[config.mk]
export PLATFORM = sky130hd
export DESIGN_NAME = if_pc_ifid_stage
export DESIGN_NICKNAME = d
export VERILOG_FILES = /design/src/rtl/if_pc_ifid_stage.sv
export SDC_FILE = /design/constraint.sdc
export NUM_CORES = 1
export LEC_CHECK = 0
export CORE_MARGIN = 8
export CORE_UTILIZATION = 49
export DETAILED_ROUTE_END_ITERATION = 16
export PLACE_DENSITY_LB_ADDON = 0.15
export SETUP_SLACK_MARGIN = 0.02
export SLEW_MARGIN = 20
export SYNTH_ARGS = -nofsm -noshare
export SYNTH_HDL_FRONTEND = slang
export SYNTH_SLANG_ARGS = --single-unit
[constraint.sdc]
create_clock -name clk -period 4.8 [get_ports clk]
set_input_delay 0.96 -clock clk [delete_from_list [all_inputs] [get_ports clk]]
set_output_delay 0.96 -clock clk [all_outputs]
set_load 0.02 [all_outputs]
[src/rtl/if_pc_ifid_stage.sv]
// Fetch-stage program counter and IF/ID pipeline register with stall/flush control.
// Optional alignment flag on captured instructions: define IF_ALIGN_CHECK_EN.
module if_pc_ifid_stage #(
    parameter logic [31:0] RESET_PC  = 32'h0000_0000,
    parameter logic [31:0] NOP_INSTR = 32'h0000_0013
) (
    input  logic        clk,
    input  logic        rst_n,
    input  logic [31:0] next_pc,
    input  logic        stall,
    input  logic        flush,
    input  logic [31:0] imem_rdata,
    output logic [31:0] pc,
    output logic [31:0] id_pc,
    output logic [31:0] id_pc_plus4,
    output logic [31:0] id_instr,
    output logic        id_valid,
    output logic        id_misaligned
);

    logic pc_load;
    logic id_capture;

    // A flush is a redirect, so it updates pc even while the hazard unit stalls.
    assign pc_load    = flush || !stall;
    assign id_capture = !flush && !stall;

    // NOTE: sequential state uses non-blocking assignments so every register samples pre-edge values.
    always_ff @(posedge clk or negedge rst_n) begin
        if (!rst_n) begin
            pc <= RESET_PC;
        end else if (pc_load) begin
            pc <= next_pc;
        end
    end

    always_ff @(posedge clk or negedge rst_n) begin
        if (!rst_n) begin
            id_pc       <= 32'h0000_0000;
            id_pc_plus4 <= 32'h0000_0000;
            id_instr    <= NOP_INSTR;
            id_valid    <= 1'b0;
        end else if (flush) begin
            id_pc       <= 32'h0000_0000;
            id_pc_plus4 <= 32'h0000_0000;
            id_instr    <= NOP_INSTR;
            id_valid    <= 1'b0;
        end else if (id_capture) begin
            id_pc       <= pc;
            id_pc_plus4 <= pc + 32'd4;
            id_instr    <= imem_rdata;
            id_valid    <= 1'b1;
        end
    end

`ifdef IF_ALIGN_CHECK_EN
    always_ff @(posedge clk or negedge rst_n) begin
        if (!rst_n) begin
            id_misaligned <= 1'b0;
        end else if (flush) begin
            id_misaligned <= 1'b0;
        end else if (id_capture) begin
            id_misaligned <= (pc[1:0] != 2'b00);
        end
    end
`else
    assign id_misaligned = 1'b0;
`endif

endmodule
### Word-level counts from Yosys, hierarchy flattened

Cells that the tools add are included.

| operators by class | value |
|---|---|
| add/sub/neg operators | 1 |
| muxes and demuxes | 8 |
| reduce and logical (&&, ||, !) cells | 5 |

Operators with widths:

| operator | count |
|---|---|
| two-way mux 32 bit | 6 |
| adder 32 x 3 -> 32 bit (second input constant) | 1 |
| logical NOT 1 bit | 2 |
| two-way mux 1 bit | 2 |
| nonzero test 2 bit | 1 |
| logical AND 1 bit | 1 |
| logical OR 1 bit | 1 |

| word-level totals | value |
|---|---|
| bits in registers | 129 |
| output and inout bits | 130 |
| word-level logic and storage cells | 19 |

### Longest topological paths before layout

| logic depth | value |
|---|---|
| depth after elaboration | 4 |
| gate-level depth with buffers | 6 |
| depth with buffers taken out | 5 |

### Worst setup path before layout

Ideal clock, no wire load.

| timing path | value |
|---|---|
| path type | input to register |
| start point | in flush |
| end point | reg pc[0] |
| arrival | 2238 ps |
| required time | 4675 ps |
| setup slack | 2437 ps |
| cell stages on the path | 5 |
| path buffers | 2 |
| path through | clkbuf_1 > inv_1 > nand2_1 > clkbuf_1 > mux2_2 |

| between the ends | value |
|---|---|
| longest elaborated chain between the ends | 1 |

RTL lines:

| element | line | source |
|---|---|---|
| start: declaration | 11 | `input logic flush,` |
| logical OR 1 bit | 25 | `assign pc_load = flush \|\| !stall;` |
| end signal: assignment | 33 | `pc <= next_pc;` |
| end: declaration | 13 | `output logic [31:0] pc,` |

Every way passes these cells.
A chain may end at the register's enable or synchronous reset.

### Worst setup path in the final report

| timing path | value |
|---|---|
| start point | in stall |
| end point | reg id_pc_plus4[14] |

| between the ends | value |
|---|---|
| longest elaborated chain between the ends | 3 |

RTL lines:

| element | line | source |
|---|---|---|
| start: declaration | 10 | `input logic stall,` |
| logical NOT 1 bit | 26 | `assign id_capture = !flush && !stall;` |
| logical AND 1 bit | 26 |  |
| nonzero test 2 bit (no line) | - |  |
| end signal: assignment | 50 | `id_pc_plus4 <= pc + 32'd4;` |
| end: declaration | 15 | `output logic [31:0] id_pc_plus4,` |

Every way passes these cells.

==> summary.md <==
| Metric | Value |
|---|---|
| Status | `complete, no violations` |
| Fin nets | `roughly 740` |
| Post-route minimum period | `between 2 and 3 ns` |
| Diodes inserted | `0` |
| Initial Util | `approximately half` |
| DR vias | `about 4600` |
| Slew Limit Fails | `0` |
| DRC | `0` |
| Power consumption | `~3 mW` |
| CTS root buffer | `clkbuf_16` |
| Most common cell after layout, fill and taps aside | `clkdlybuf4s50_1` |
| Area Growth Syn to Fin | `46.2%` |
| GPL Wtd Cong | `approximately 0.78` |
| Hold Path Sink | `id_pc[22]` |
| Longest Clk Path Bufs | `2` |
| Hold Crit Depth | `2` |
| # fillers | `roughly 830` |
| Post-DRT Antenna Nets | `0` |
| Worst Reg2Reg Path Length in Cells | `4` |
| RSZ-0062 raised after global routing | `no` |
| Core Area | `about 11000 um2` |
| Total CTS buffers | `17` |
| Seq pwr share | `41.1%` |
| Total wire length | `16300 um` |
| CTS resizes | `0` |
| Syn Inst Count | `about 500` |
| Layout cells sized above 1 | `roughly 11%` |
| FF-to-FF End | `id_pc_plus4[14]` |
| Largest net degree at the start of global routing | `between 90 and 100` |
| Max VDD drop | `between 200 and 250 uV` |
| Worst r2r src | `pc[5]` |
| Die Wd | `between 100 and 150 um` |
| CTS tree | `yes` |
| Die area | `~15000 um2` |
| First element of the critical path | `stall` |
| Final period util | `57.3%` |
| Sequential-to-total area share from yosys stat | `~57%` |
| Pwr Density | `364 nW/um2` |
| Number of flops mapped to enable cells by yosys | `0` |
| Hold-fix buffers, CTS | `0` |
| Net Count, Synth | `around 560` |
| Fin. Hold Viols | `0` |
| Worst Path Max Fanout | `56` |
| Max Freq | `363 MHz` |
| Data required, critical path | `between 5 and 6 ns` |
| Clock Power Share | `41.5%` |
| Grt total ovfl | `0` |
| Post-DP HPWL | `11600 um` |
| DR vias/cell | `approximately 5.5` |
| Antenna violations before repair | `0` |
| Leakage power | `about 3.6 nW` |
| Number of global-route vias before repair | `~4600` |
| Sw power | `roughly 0.8 mW` |
| Setup CP Type | `in2reg` |
| Post-synth cell types | `46` |
| First-pass GRT wire length | `roughly 25000 um` |
| Worst Tran Pin Value | `0.995 ns` |
| Die span in y | `123 um` |
| Max-cap viol count | `0` |
| Setup violations, final | `0` |
| Slew headroom | `33.2%` |
| Critical path endpoint category | `flip-flop` |
| Most frequent cells in the layout | `clkdlybuf4s50_1, dfrtp_1, nor2_1` |
| CTS H-Tree Depth | `4` |
| Clock Latency Late Sink | `just over 0.4 ns` |
| All-Layer GR Usage | `a little over a fifth` |
| Int Power | `approximately 2.2 mW` |
| Startpoint types | `input port` |
| Mean post-synth cell area | `~11 um2` |
| DR WL/cell | `approximately 20 um` |
| Core Rows | `39` |
| Worst Skew | `approximately 0.0072 ns` |
| Comb power frac | `between 10% and 20%` |
| DR iter-0 viols | `a little over 300` |
| Total setup buffers inserted after CTS | `0` |
| Yosys warnings | `0` |
| Yosys reg bits | `roughly 130` |
| Worst hold path type | `reg2reg` |
| Synth Flop Type | `dfrtp_1` |
| Switching share of power | `a little over a quarter` |
| Synth Cell Area | `5620 um2` |
| Port buffer count | `196` |
| Fraction of registers with async set or reset after synthesis | `100%` |
| Clock Sinks | `~130` |
| I/O pins | `roughly 200` |
| Hold Startpoint | `id_pc[22]` |
| Clock transition at path regs | `~0.05 ns` |
| 1st-pass router iterations | `4` |
| Crit path DAT | `around 3.0 ns` |
| R2r setup slk | `~2.2 ns` |
| Setup_tns | `0 ns` |
[cells in the mapped netlist (4+ instances only)]
cell type,number,area (um2)
a2111oi_0,4,35.0
a211oi_1,14,105
a21oi_1,12,60.1
a311o_1,4,40.0
a311oi_1,5,43.8
and3_1,4,25.0
and4_1,7,61.3
buf_1,8,30.0
clkbuf_1,24,90.1
dfrtp_1,124,3100
inv_1,9,33.8
mux2_2,30,338
mux2i_1,54,541
nand2_1,16,60.1
nand3_1,9,45.0
nand4_1,12,75.1
nor2_1,87,327
nor2b_1,9,56.3
nor4_1,7,43.8
o2111a_1,4,45.0
xnor2_1,6,52.6
xor2_1,6,52.6
[logic make-up after synthesis]
| kind of cell | after synthesis | synth area share [%] |
|---|---|---|
| XOR/XNOR | 12 | 1.87 |
| multiplexers | 84 | 15.6 |
| AND/OR/NAND/NOR | 164 | 14.4 |
| other | 1 | 0.0668 |
| flip-flops | 127 | 56.6 |
| AO/OA/AOI/OAI | 57 | 7.84 |
| buffers and inverters | 46 | 3.32 |
| adder cells (fa/ha/maj) | 1 | 0.223 |
[critical path, cell delays in order]
cell and delay, ns:
buf_4 0.59, inv_1 0.56, buf_4 0.37, and4_1 0.20, a2111oi_0 0.32
[final cells by class]
type / count / area [um2] / area share (%)
sequential: 127 / 3180 / 38.7
multi-input combinational: 319 / 2250 / 27.4
timing repair buffer: 201 / 2000 / 24.3
clock buffer: 21 / 460 / 5.60
tap: 143 / 179 / 2.18
clock inverter: 11 / 115 / 1.40
inverter: 9 / 33.8 / 0.411
[per-layer routing]
layer,vias up,global-route usage (%),share of wire (%)
met5,-,0,0
li1,2120,-,-
met2,176,34.3,49
met3,19,6.71,9.2
met1,2254,27.1,41
met4,0,8.35,1.3
[registers in the layout, summed over array words and instances, names as in the netlist]
| register | cells |
|---|---|
| id_instr | 32 |
| id_valid | 1 |
| pc | 32 |
| id_pc_plus4 | 30 |
| id_pc | 32 |
[metrics by stage]
stage	area, um2	setup WS [ns]	utilization (%)	hold WS [ns]	std cells
floorplan	5620	2.44	-	0.606	492
global placement	7640	1.66	67.5	0.498	799
detailed placement	7640	1.64	67.5	0.506	799
CTS	8220	2.06	72.6	0.518	831
global route	8220	1.83	72.6	0.542	831
finish	8220	2.05	72.6	0.512	831
[worst max path at each step]
stage,end,slack (ns),cells after the start
2_1_floorplan,pc[0],2.44,5
3_3_place_gp,id_pc_plus4[14],1.66,5
3_5_place_dp,id_pc_plus4[14],1.64,5
4_1_cts,id_pc_plus4[14],2.06,5
5_1_grt,id_pc_plus4[14],1.83,5
6_report,id_pc_plus4[14],2.05,5
[power groups by stage]
stage          logic [mW]  registers [mW]  clock network (mW)
6_report            0.523            1.23                1.24
3_5_place_dp        0.528            1.25                   0
4_1_cts             0.531            1.23                1.26
3_3_place_gp        0.518            1.24                   0
2_1_floorplan       0.169            1.32                   0
5_1_grt             0.560            1.24                1.31
Power figures use the tool's default switching activity.
==> variant, RTL diff (config.mk and constraints unchanged) <==
Build with the macro `IF_ALIGN_CHECK_EN` defined.
--- a/src/rtl/if_pc_ifid_stage.sv
+++ b/src/rtl/if_pc_ifid_stage.sv
@@ -1,4 +1,6 @@
 // Fetch-stage program counter and IF/ID pipeline register with stall/flush control.
 // Optional alignment flag on captured instructions: define IF_ALIGN_CHECK_EN.
+`define IF_ALIGN_CHECK_EN
+
 module if_pc_ifid_stage #(
     parameter logic [31:0] RESET_PC  = 32'h0000_0000,
Formal check against the unedited RTL: not equivalent (a bounded check fails within 4 cycles, from zero or initial values and one cycle with rst_n low).
==> variant against the original RTL <==
  * Critical endpoint is now id_pc_plus4[23]$_DFFE_PN0P_
  * Cell area rose by 0.30%
  * Wire length rose by 1.4%
  * Total power fell by 3.6%
  * Via count rose by 7.4%
  * Synthesized area rose by 1.3%
  * Critical path depth fell by 1
  * Worst setup slack improved by 150 ps
  * Sequential cell count rose by 1
  * Worst hold slack got worse by 3.7 ps
  * Die area rose by 1.2%
==> variant: results (changes against the original RTL) <==
<table>
<tr><th>Metric</th><th>Value</th></tr>
<tr><th colspan="2">Global routing</th></tr>
<tr><td>Total track usage</td><td>0.225 (was 0.216)</td></tr>
<tr><td>Wire length of the first global-routing pass</td><td>26,700 um (was 25,300 um)</td></tr>
<tr><td>Largest net degree at the start of global routing</td><td>99 (was 93)</td></tr>
<tr><th colspan="2">Finish</th></tr>
<tr><td>Number of nets at the end of the flow</td><td>818 (was 744)</td></tr>
<tr><td>Number of combinational gates with multiple inputs</td><td>392 (was 319)</td></tr>
<tr><td>Number of non-clock inverters</td><td>8 (was 9)</td></tr>
<tr><td>Area taken by flip-flops and latches</td><td>0.00321 sq mm (was 0.00318 sq mm)</td></tr>
<tr><td>Proportion of layout cells with a drive suffix above 1</td><td>0.0604 (was 0.112)</td></tr>
<tr><td>Multi-input gate area</td><td>0.00229 sq mm (was 0.00225 sq mm)</td></tr>
<tr><td>Signal buffers</td><td>202 (was 201)</td></tr>
<tr><th colspan="2">Worst setup path</th></tr>
<tr><td>Cell type of the slowest stage on the worst timing path</td><td>sky130_fd_sc_hd__nor4_1 (was sky130_fd_sc_hd__buf_4)</td></tr>
<tr><td>Data arrival time of the worst path</td><td>2900 ps (was 3040 ps)</td></tr>
<tr><th colspan="2">Worst hold path</th></tr>
<tr><td>Worst Hold End</td><td>id_pc_plus4[23]$_DFFE_PN0P_ (was id_pc[22]$_DFFE_PN0P_)</td></tr>
<tr><td>Hold path cells</td><td>1 (was 2)</td></tr>
<tr><th colspan="2">Yosys</th></tr>
<tr><td>Share of the yosys chip area belonging to registers</td><td>0.563 (was 0.566)</td></tr>
<tr><th colspan="2">Timing</th></tr>
<tr><td>Worst setup skew after layout</td><td>6.74 ps (was 7.21 ps)</td></tr>
<tr><th colspan="2">Drt</th></tr>
<tr><td>Average routed wire per standard cell</td><td>18.3 um (was 19.6 um)</td></tr>
<tr><th colspan="2">Placed design</th></tr>
<tr><td>Buffers on Ports</td><td>197 (was 196)</td></tr>
<tr><th colspan="2">Power and ir drop</th></tr>
<tr><td>Fraction of power spent switching nets</td><td>0.271 (was 0.268)</td></tr>
<tr><th colspan="2">Outcome</th></tr>
<tr><td>Outcome</td><td>complete, no violations (unchanged)</td></tr>
</table>
[variant: cells by family (layout without fill, tap and decap cells)]
logic type	Yosys count	after routing	share of synthesized area
buffers and inverters	50	241	0.0354
AND/OR/NAND/NOR	267	267	0.211
adder cells (fa/ha/maj)	1	1	0.00220
XOR/XNOR	13	13	0.0200
AO/OA/AOI/OAI	52	52	0.0648
multiplexers	59	59	0.104
flip-flops	128	128	0.563
[variant: layer usage]
| metal | GRT usage | vias to the layer above | part of all wire |
|---|---|---|---|
| met5 | 0 | - | 0 |
| li1 | - | 2306 | - |
| met2 | 0.362 | 209 | 0.47 |
| met1 | 0.257 | 2365 | 0.38 |
| met3 | 0.106 | 25 | 0.12 |
| met4 | 0.0858 | 0 | 0.020 |
[variant: metrics by stage]
step / std cells / instance area, sq um / util
2_1_floorplan: 570 / 5690 / -
3_3_place_gp: 873 / 7710 / 0.678
3_5_place_dp: 873 / 7710 / 0.678
4_1_cts: 904 / 8240 / 0.725
5_1_grt: 904 / 8240 / 0.725
6_report: 904 / 8240 / 0.725
